$ cat src/rtl/addsub_pkg.sv
// addsub_pkg -- shared definitions for the pipelined adder/subtractor.
//   OP_ADD / OP_SUB : encoding of the in_op port.
//   addsub_flags_t  : status flags that travel with each result.
package addsub_pkg;

  localparam logic OP_ADD = 1'b0;
  localparam logic OP_SUB = 1'b1;

  typedef struct packed {
    logic cout;  // carry-out on add, borrow-out on subtract
    logic ovf;   // signed overflow
    logic zero;  // final result == 0
    logic neg;   // final result MSB
  } addsub_flags_t;

endpackage

$ cat src/rtl/addsub_slice.sv
// addsub_slice -- one combinational slice of the carry chain.
//   a_i, b_i : slice operands (b already conditioned by the caller)
//   c_i      : carry into the slice
//   s_o      : slice sum
//   c_o      : carry out of the slice
module addsub_slice
  import addsub_pkg::*;
#(
  parameter int unsigned W = 8
) (
  input  logic [W-1:0] a_i,
  input  logic [W-1:0] b_i,
  input  logic         c_i,
  output logic [W-1:0] s_o,
  output logic         c_o
);

  assign {c_o, s_o} = {1'b0, a_i} + {1'b0, b_i} + {{W{1'b0}}, c_i};

endmodule

$ cat src/rtl/pipe_addsub.sv
// pipe_addsub -- STAGES-deep pipelined adder/subtractor with valid/ready
// handshakes on both sides.
//   clk, rst_n             : clock (rising edge), async active-low reset
//   in_valid / in_ready    : input handshake
//   in_op                  : OP_ADD (a+b+cin) or OP_SUB (a-b-bin)
//   in_a, in_b, in_cin     : operands and carry/borrow in
//   out_valid / out_ready  : output handshake
//   out_result             : sum or difference
//   out_cout/ovf/zero/neg  : carry|borrow out, signed overflow, zero, sign
// Build option: define PIPE_ADDSUB_SAT_EN to clamp signed overflow to the
// signed max/min instead of wrapping.
module pipe_addsub
  import addsub_pkg::*;
#(
  parameter int unsigned WIDTH  = 32,
  parameter int unsigned STAGES = 4
) (
  input  logic             clk,
  input  logic             rst_n,
  input  logic             in_valid,
  output logic             in_ready,
  input  logic             in_op,
  input  logic [WIDTH-1:0] in_a,
  input  logic [WIDTH-1:0] in_b,
  input  logic             in_cin,
  output logic             out_valid,
  input  logic             out_ready,
  output logic [WIDTH-1:0] out_result,
  output logic             out_cout,
  output logic             out_ovf,
  output logic             out_zero,
  output logic             out_neg
);

  localparam int unsigned SW = WIDTH / STAGES;

  logic          out_valid_q;
  logic [WIDTH-1:0] res_q, res_d;
  addsub_flags_t flags_q, flags_d;
  logic          advance;

  // The whole pipe moves in lockstep; it only freezes when a result is
  // waiting at the output and the consumer is not taking it.
  assign in_ready = out_ready | ~out_valid_q;
  assign advance  = in_ready;

  // Stage k consumes operand slice k. Operand bits still pending shrink by
  // one slice per stage, while resolved result bits grow by one slice, so
  // each stage boundary only registers what later stages still need.
  for (genvar k = 0; k < STAGES; k++) begin : g_stg
    localparam int unsigned PEND = WIDTH - k * SW;

    logic [PEND-1:0]      a_s, b_s;
    logic                 c_s, v_s, op_s;
    logic [SW-1:0]        sum;
    logic                 co;
    logic [(k+1)*SW-1:0]  r_d;

    if (k == 0) begin : g_src
      // Subtract is a + ~b + ~bin, so b and the borrow are inverted up front.
      assign a_s  = in_a;
      assign b_s  = (in_op == OP_SUB) ? ~in_b : in_b;
      assign c_s  = (in_op == OP_SUB) ? ~in_cin : in_cin;
      assign v_s  = in_valid;
      assign op_s = in_op;
      assign r_d  = sum;
    end else begin : g_link
      assign a_s  = g_stg[k-1].g_reg.a_q;
      assign b_s  = g_stg[k-1].g_reg.b_q;
      assign c_s  = g_stg[k-1].g_reg.c_q;
      assign v_s  = g_stg[k-1].g_reg.v_q;
      assign op_s = g_stg[k-1].g_reg.op_q;
      assign r_d  = {sum, g_stg[k-1].g_reg.r_q};
    end

    addsub_slice #(.W(SW)) u_slice (
      .a_i (a_s[SW-1:0]),
      .b_i (b_s[SW-1:0]),
      .c_i (c_s),
      .s_o (sum),
      .c_o (co)
    );

    if (k < STAGES - 1) begin : g_reg
      logic [PEND-SW-1:0]  a_q, b_q;
      logic [(k+1)*SW-1:0] r_q;
      logic                c_q, v_q, op_q;

      always_ff @(posedge clk or negedge rst_n) begin
        if (!rst_n) begin
          v_q  <= 1'b0;
          a_q  <= '0;
          b_q  <= '0;
          r_q  <= '0;
          c_q  <= 1'b0;
          op_q <= OP_ADD;
        end else if (advance) begin
          v_q  <= v_s;
          a_q  <= a_s[PEND-1:SW];
          b_q  <= b_s[PEND-1:SW];
          r_q  <= r_d;
          c_q  <= co;
          op_q <= op_s;
        end
      end
    end else begin : g_out
      // Last slice: a_s/b_s hold exactly the top slice here, so their MSBs
      // are the operand sign bits (b already inverted for subtract).
      always_comb begin
        res_d         = r_d;
        flags_d.cout  = (op_s == OP_SUB) ? ~co : co;
        flags_d.ovf   = (a_s[SW-1] == b_s[SW-1]) && (sum[SW-1] != a_s[SW-1]);
`ifdef PIPE_ADDSUB_SAT_EN
        if (flags_d.ovf) begin
          res_d = a_s[SW-1] ? {1'b1, {(WIDTH-1){1'b0}}}
                            : {1'b0, {(WIDTH-1){1'b1}}};
        end
`endif
        flags_d.zero  = (res_d == '0);
        flags_d.neg   = res_d[WIDTH-1];
      end

      always_ff @(posedge clk or negedge rst_n) begin
        if (!rst_n) begin
          out_valid_q <= 1'b0;
          res_q       <= '0;
          flags_q     <= '0;
        end else if (advance) begin
          out_valid_q <= v_s;
          if (v_s) begin
            res_q   <= res_d;
            flags_q <= flags_d;
          end
        end
      end
    end
  end

  assign out_valid  = out_valid_q;
  assign out_result = res_q;
  assign out_cout   = flags_q.cout;
  assign out_ovf    = flags_q.ovf;
  assign out_zero   = flags_q.zero;
  assign out_neg    = flags_q.neg;

endmodule

$ cat config.mk
export PLATFORM = sky130hd
export DESIGN_NAME = pipe_addsub
export DESIGN_NICKNAME = d
export VERILOG_FILES = /design/src/rtl/addsub_pkg.sv /design/src/rtl/addsub_slice.sv /design/src/rtl/pipe_addsub.sv
export SDC_FILE = /design/constraint.sdc
export NUM_CORES = 1
export LEC_CHECK = 0
export CAP_MARGIN = 5
export CELL_PAD_IN_SITES_DETAIL_PLACEMENT = 0
export CELL_PAD_IN_SITES_GLOBAL_PLACEMENT = 2
export CORE_ASPECT_RATIO = 0.5
export CORE_MARGIN = 2
export CORE_UTILIZATION = 35
export DETAILED_ROUTE_END_ITERATION = 7
export GPL_TIMING_DRIVEN = 0
export PLACE_DENSITY = 0.79
export SETUP_SLACK_MARGIN = 0.2
export SLEW_MARGIN = 30
export SYNTH_ARGS = -nofsm -noshare
export SYNTH_HDL_FRONTEND = slang
export SYNTH_SLANG_ARGS = --single-unit
$ cat constraint.sdc
create_clock -name clk -period 2.7 [get_ports clk]
set_input_delay 0.405 -clock clk [delete_from_list [all_inputs] [get_ports clk]]
set_output_delay 0.405 -clock clk [all_outputs]
set_load 0.02 [all_outputs]
Word level (Yosys, flattened, before mapping):

Cells that the tools add are included.
Widths: inputs -> output; s select.

* register bits: 190
* input port bits: 70
* output and inout bits: 38

* multiplexer cells: 3
* reduce and logical (&&, ||, !) cells: 3
* eq/ne operators: 2
* add/subtract/negate cells: 8
* bitwise gates (word level): 5

Operator list (number)
* $add 8x8->9: 4
* $add 9x1->9: 4
* $logic_not 32->1: 1
* $mux 32: 1
* $not 32->32: 1
* $not 1->1: 3
* $mux 1: 2
* $reduce_and 2->1: 1
* $eq 1x1->1: 1
* $logic_and 1x1->1: 1
* $ne 1x1->1: 1
* $or 1x1->1: 1

Depth between registers and ports, before layout:

* word-level depth: 4
* depth in mapped cells: 11

Cells and area by module:

From an unflattened synthesis, not the netlist that was laid out.

* cell total of the unflattened synthesis: 644
* area, all modules: 8924.8 µm²

Modules (own cells, without submodules)
* pipe_addsub: instances 1, cells an instance 480, area an instance 7598.5 µm²
* addsub_slice at g_stg[0].u_slice ...: instances 2, cells an instance 40, area an instance 331.6 µm²
* addsub_slice at g_stg[2].u_slice ...: instances 2, cells an instance 42, area an instance 331.6 µm²

Worst setup path after synthesis:

No wires, ideal clock.

* kind: input to register
* start: input in_op
* end: register g_stg[0].g_reg.c_q
* path buffers: 2
* cell stages on the path: 11
* library setup time: 136 ps
* arrival time: 2634 ps
* data required time: 2564 ps
* setup slack: -70 ps
* path through: buf_2 -> buf_2 -> xor2_1 -> fa_1 -> fa_1 -> a21o_1 -> a21oi_1 -> o21ai_0 -> and3b_1 -> o21ai_0 -> a31oi_1

* longest elaborated chain between the ends: 3
* elaborated cells on any way between the ends: 4

Ends and longest elaborated chain
* from (decl): RTL line pipe_addsub.sv:22 `input logic in_op,`
* $mux 32: RTL line pipe_addsub.sv:62 `assign b_s = (in_op == OP_SUB) ? ~in_b : in_b;`
* $add 8x8->9: RTL line addsub_slice.sv:18 `assign {c_o, s_o} = {1'b0, a_i} + {1'b0, b_i} + {{W{1'b0}}, c_i};`
* $add 9x1->9 (*): RTL line addsub_slice.sv:18
* to (signal assigned): RTL line pipe_addsub.sv:102 `c_q <= co;`
* to (decl): RTL line pipe_addsub.sv:87 `logic c_q, v_q, op_q;`

Every way passes the cells marked *; elsewhere a longest branch is shown, timed or not.
A chain may end at the register's enable or synchronous reset.

Worst setup path after layout:

* start: register g_stg[2].g_reg.c_q
* end: register flags_q, in the netlist out_zero

* longest elaborated chain between the ends: 2

Ends and longest elaborated chain
* from (decl): RTL line pipe_addsub.sv:87
* from (signal assigned): RTL line pipe_addsub.sv:102
* $add 9x1->9: RTL line addsub_slice.sv:18
* $logic_not 32->1: RTL line pipe_addsub.sv:119 `flags_d.zero = (res_d == '0);`
* to (signal assigned): RTL line pipe_addsub.sv:132 `flags_q <= flags_d;`
* to (decl): RTL line pipe_addsub.sv:39 `addsub_flags_t flags_q, flags_d;`

No other way between the ends.

==> impl_metrics.py <==
metrics = {
    "sta": {
        "finalMaxSlewViolations": 0,
        "hold_viol_final": 0,
        "tns_ns": 0,
        "finalClockSkew_ns": 0.00976,
        "min_period_over_period": 0.924,
        "period_needed_ns": 2.49,
        "setup_viol": 0,
        "rsz0062_at_grt": "yes",
        "fmax_ghz": 0.401,
        "max_slew_margin": 0.419,
        "worst_slew_pin_slew_ns": 0.863,
    },
    "placement": {
        "place_inst": 1317,
        "placed_area_um2": 10100,
        "numPortBuffers": 106,
        "hpwl_um": 16900,
        "routabilityCongestion": 0.779,
    },
    "clock_network": {
        "tritoncts": "yes",
        "cts_buffer_depth": 2,
        "clkLatencyLatePin_ns": 0.44,
        "cts_buffers": 17,
        "cts-root-buf": "clkbuf_16",
        "clk_pin_slew_ns": 0.07,
        "cts_max_level": 4,
        "cts.sinks": 189,
    },
    "setup_path": {
        "crit_type": "reg -> reg",
        "worst-path-max-fanout": 2,
        "worst_setup_path_start_kind": "register",
        "crit_arrival_ns": 2.83,
        "critPathRequiredTime_ns": 3.04,
        "worstSetupEndpointType": "register",
    },
    "yosys": {
        "synthesis.area_um2": 8560,
        "ys_ff_latch": 189,
        "synth-async-reset-ratio": 1.00,
        "syn_inst": 894,
        "synth_seq_area_share": 0.552,
        "yosys_warnings": 0,
        "synth_cell_type_count": 38,
        "yosys.area.top_type": "dfrtp_1",
        "syn-num-nets": 1000,
        "synth.top_cell.area_share": 0.552,
        "syn_avg_cell_area_um2": 9.58,
        "yosys_most_used_dff": "dfrtp_1",
        "synth_edf_count": 0,
        "synth_area_leaders": "dfrtp_1 55%, nand2_1 16%, ha_1 4.1%, mux2_2 3.6%, xnor2_1 3.4%",
    },
    "layout": {
        "area_growth_syn_to_layout_pct": 27.0,
        "drive_gt1_frac": 0.0945,
        "layoutNonFillerInstCount": 1352,
        "fin_util": 0.453,
        "antenna_cells": 0,
        "fin_nets": 1132,
        "design_area_um2": 10900,
    },
    "route": {
        "drc": 0,
        "drtPass1Iterations": 5,
        "wl_per_cell_um": 16.7,
        "drtIter0Drc": 348,
        "ant_nets": 0,
        "viasPerCell": 4.69,
        "wirelength_um": 22500,
        "vias": 6335,
    },
    "power_and_ir_drop": {
        "ir_drop_mv": 0.408,
        "power.leakage_uw": 0.00514,
        "p_switching_uw": 4980,
        "power.internal_uw": 8250,
        "pwr_density_cell_nw_per_um2": 1220,
        "switching_share": 0.377,
        "p_total_uw": 13200,
        "p_clk_frac": 0.213,
        "combPwrFrac": 0.410,
        "seq_power_share": 0.376,
    },
    "floorplan": {
        "start_util": 0.356,
        "ios": 108,
        "row_count": 40,
        "die_w_um": 225,
        "die_height_um": 115,
        "coreArea_um2": 24000,
        "dieArea_um2": 25800,
    },
    "grt": {
        "antenna_found_initial": 0,
        "grt_max_degree": 73,
        "overflow": 0,
        "first_global_vias": 6502,
        "track_usage": 0.185,
        "grt_pass1_wl_um": 35800,
    },
    "status": {
        "outcome": "complete, no violations",
    },
    "min_path": {
        "hp-class": "in -> reg",
    },
    "job": {
        "cap_violations": 0,
    },
}
==> per-layer routing <==
metal / vias up / GRT usage / part of all wire
li1: 3138 / - / -
met1: 3106 / 0.267 / 0.51
met4: 0 / 0.0397 / 0.0060
met2: 80 / 0.285 / 0.45
met3: 11 / 0.0434 / 0.034
met5: - / 0 / 0
==> repair_timing <==
item	4_1_cts	5_1_grt
setup endpoints to repair	2	6
pin swaps	0	10
endpoints found under the hold margin	71	0
buffers inserted	0	4
resized for setup	6	9
hold buffers	1	0
==> power by group through the flow <==
stage / combinational, uW / sequential, uW / clock [uW]
floorplan: 3180 / 5000 / 0
global placement: 5170 / 4980 / 0
detailed placement: 5290 / 5010 / 0
CTS: 5330 / 4980 / 2880
global route: 6050 / 5130 / 3010
finish: 5430 / 4970 / 2820
==> through the flow <==
step	hold slack (ns)	setup WS [ns]
2_1_floorplan	0.109	0.174
3_3_place_gp	0.450	-6.73
3_5_place_dp	0.416	-0.335
4_1_cts	0.330	0.0583
5_1_grt	0.352	0.0325
6_report	0.337	0.206
==> cells in the mapped netlist (3+ instances only) <==
cell type and n:
a21o_1 4, xor2_1 16, nor2b_1 3, o21ai_1 3
a21oi_1 17, nand2_1 356, a31oi_1 4, o21a_1 7
o21ai_0 48, buf_1 4, fa_1 8, xnor2_1 33
o21bai_1 5, nor2_1 26, dfrtp_1 189, buf_2 16
clkbuf_1 19, nor4_1 6, nand3_1 3, ha_1 28
and3b_1 3, inv_1 23, nor3_1 12, nand4_1 3
mux2_2 27, o31ai_1 11
==> final cells by class <==
type	instances	area (um2)
Clock buffer	24	502
Sequential cell	189	4730
Fill cell	2352	13100
Buffer	43	224
Clock inverter	6	155
Tap cell	315	394
Inverter	24	90.1
Timing Repair Buffer	113	1160
Multi-Input combinational cell	638	3620
==> worst max-delay path, cell delays in order (launching register included) <==
cell and delay (ns):
dfrtp_1 0.38, fa_2 0.25, inv_2 0.04, fa_1 0.54
nor4b_4 0.24, nand4_1 0.22, nor4_4 0.28, nand4_1 0.17
o31ai_1 0.26
==> flip-flops by register name, indices dropped and copies added, names as in the netlist <==
signal	count
g_stg.g_reg.a_q	48
g_stg.g_reg.b_q	48
g_stg.g_reg.r_q	48
out_result	32
g_stg.g_reg.c_q	3
g_stg.g_reg.op_q	3
g_stg.g_reg.v_q	3
out_cout	1
out_ovf	1
out_valid	1
out_zero	1
==> cells in the final DEF, fill, tap and decap left out, types with 4 or more instances in the layout <==
master	instances
a21o_1	4
a21oi_1	14
a31oi_1	4
buf_1	4
buf_2	14
buf_4	6
bufinv_16	5
clkbuf_1	20
clkbuf_16	17
clkbuf_8	5
clkdlybuf4s50_1	104
dfrtp_1	189
fa_1	4
fa_2	4
ha_1	28
inv_1	22
mux2_2	27
nand2_1	356
nor2_1	26
nor3_1	12
nor4_1	5
o21a_1	7
o21ai_0	46
o21ai_1	5
o21bai_1	5
o31ai_1	11
xnor2_1	33
xor2_1	14
==> final timing paths <==
kind | startpoint | endpoint | slack, ns | cells past startpoint
worst max-delay path | g_stg[2].g_reg.c_q | out_zero | 0.21 | 8
worst min-delay path | in_op | g_stg[0].g_reg.b_q[5] | 0.34 | 3
max in group asynchronous | rst_n | g_stg[2].g_reg.b_q[5] | 1.13 | 4
min in group asynchronous | rst_n | g_stg[0].g_reg.b_q[4] | 0.52 | 2
worst min register to register | g_stg[0].g_reg.v_q | g_stg[0].g_reg.v_q | 0.47 | 2
worst max register to register | g_stg[2].g_reg.c_q | out_zero | 0.21 | 8
==> logic make-up (layout without fill, tap and decap cells) <==
logic type / count (synthesis) / in the layout / synth area share
compound gates: 107 / 107 / 0.0747
xor+xnor: 49 / 49 / 0.0501
fa+ha+maj: 36 / 36 / 0.0596
buf+inv: 67 / 210 / 0.0343
flops: 189 / 189 / 0.552
mux: 27 / 27 / 0.0355
simple gates: 419 / 419 / 0.193
(Power assumes the default switching activity.)
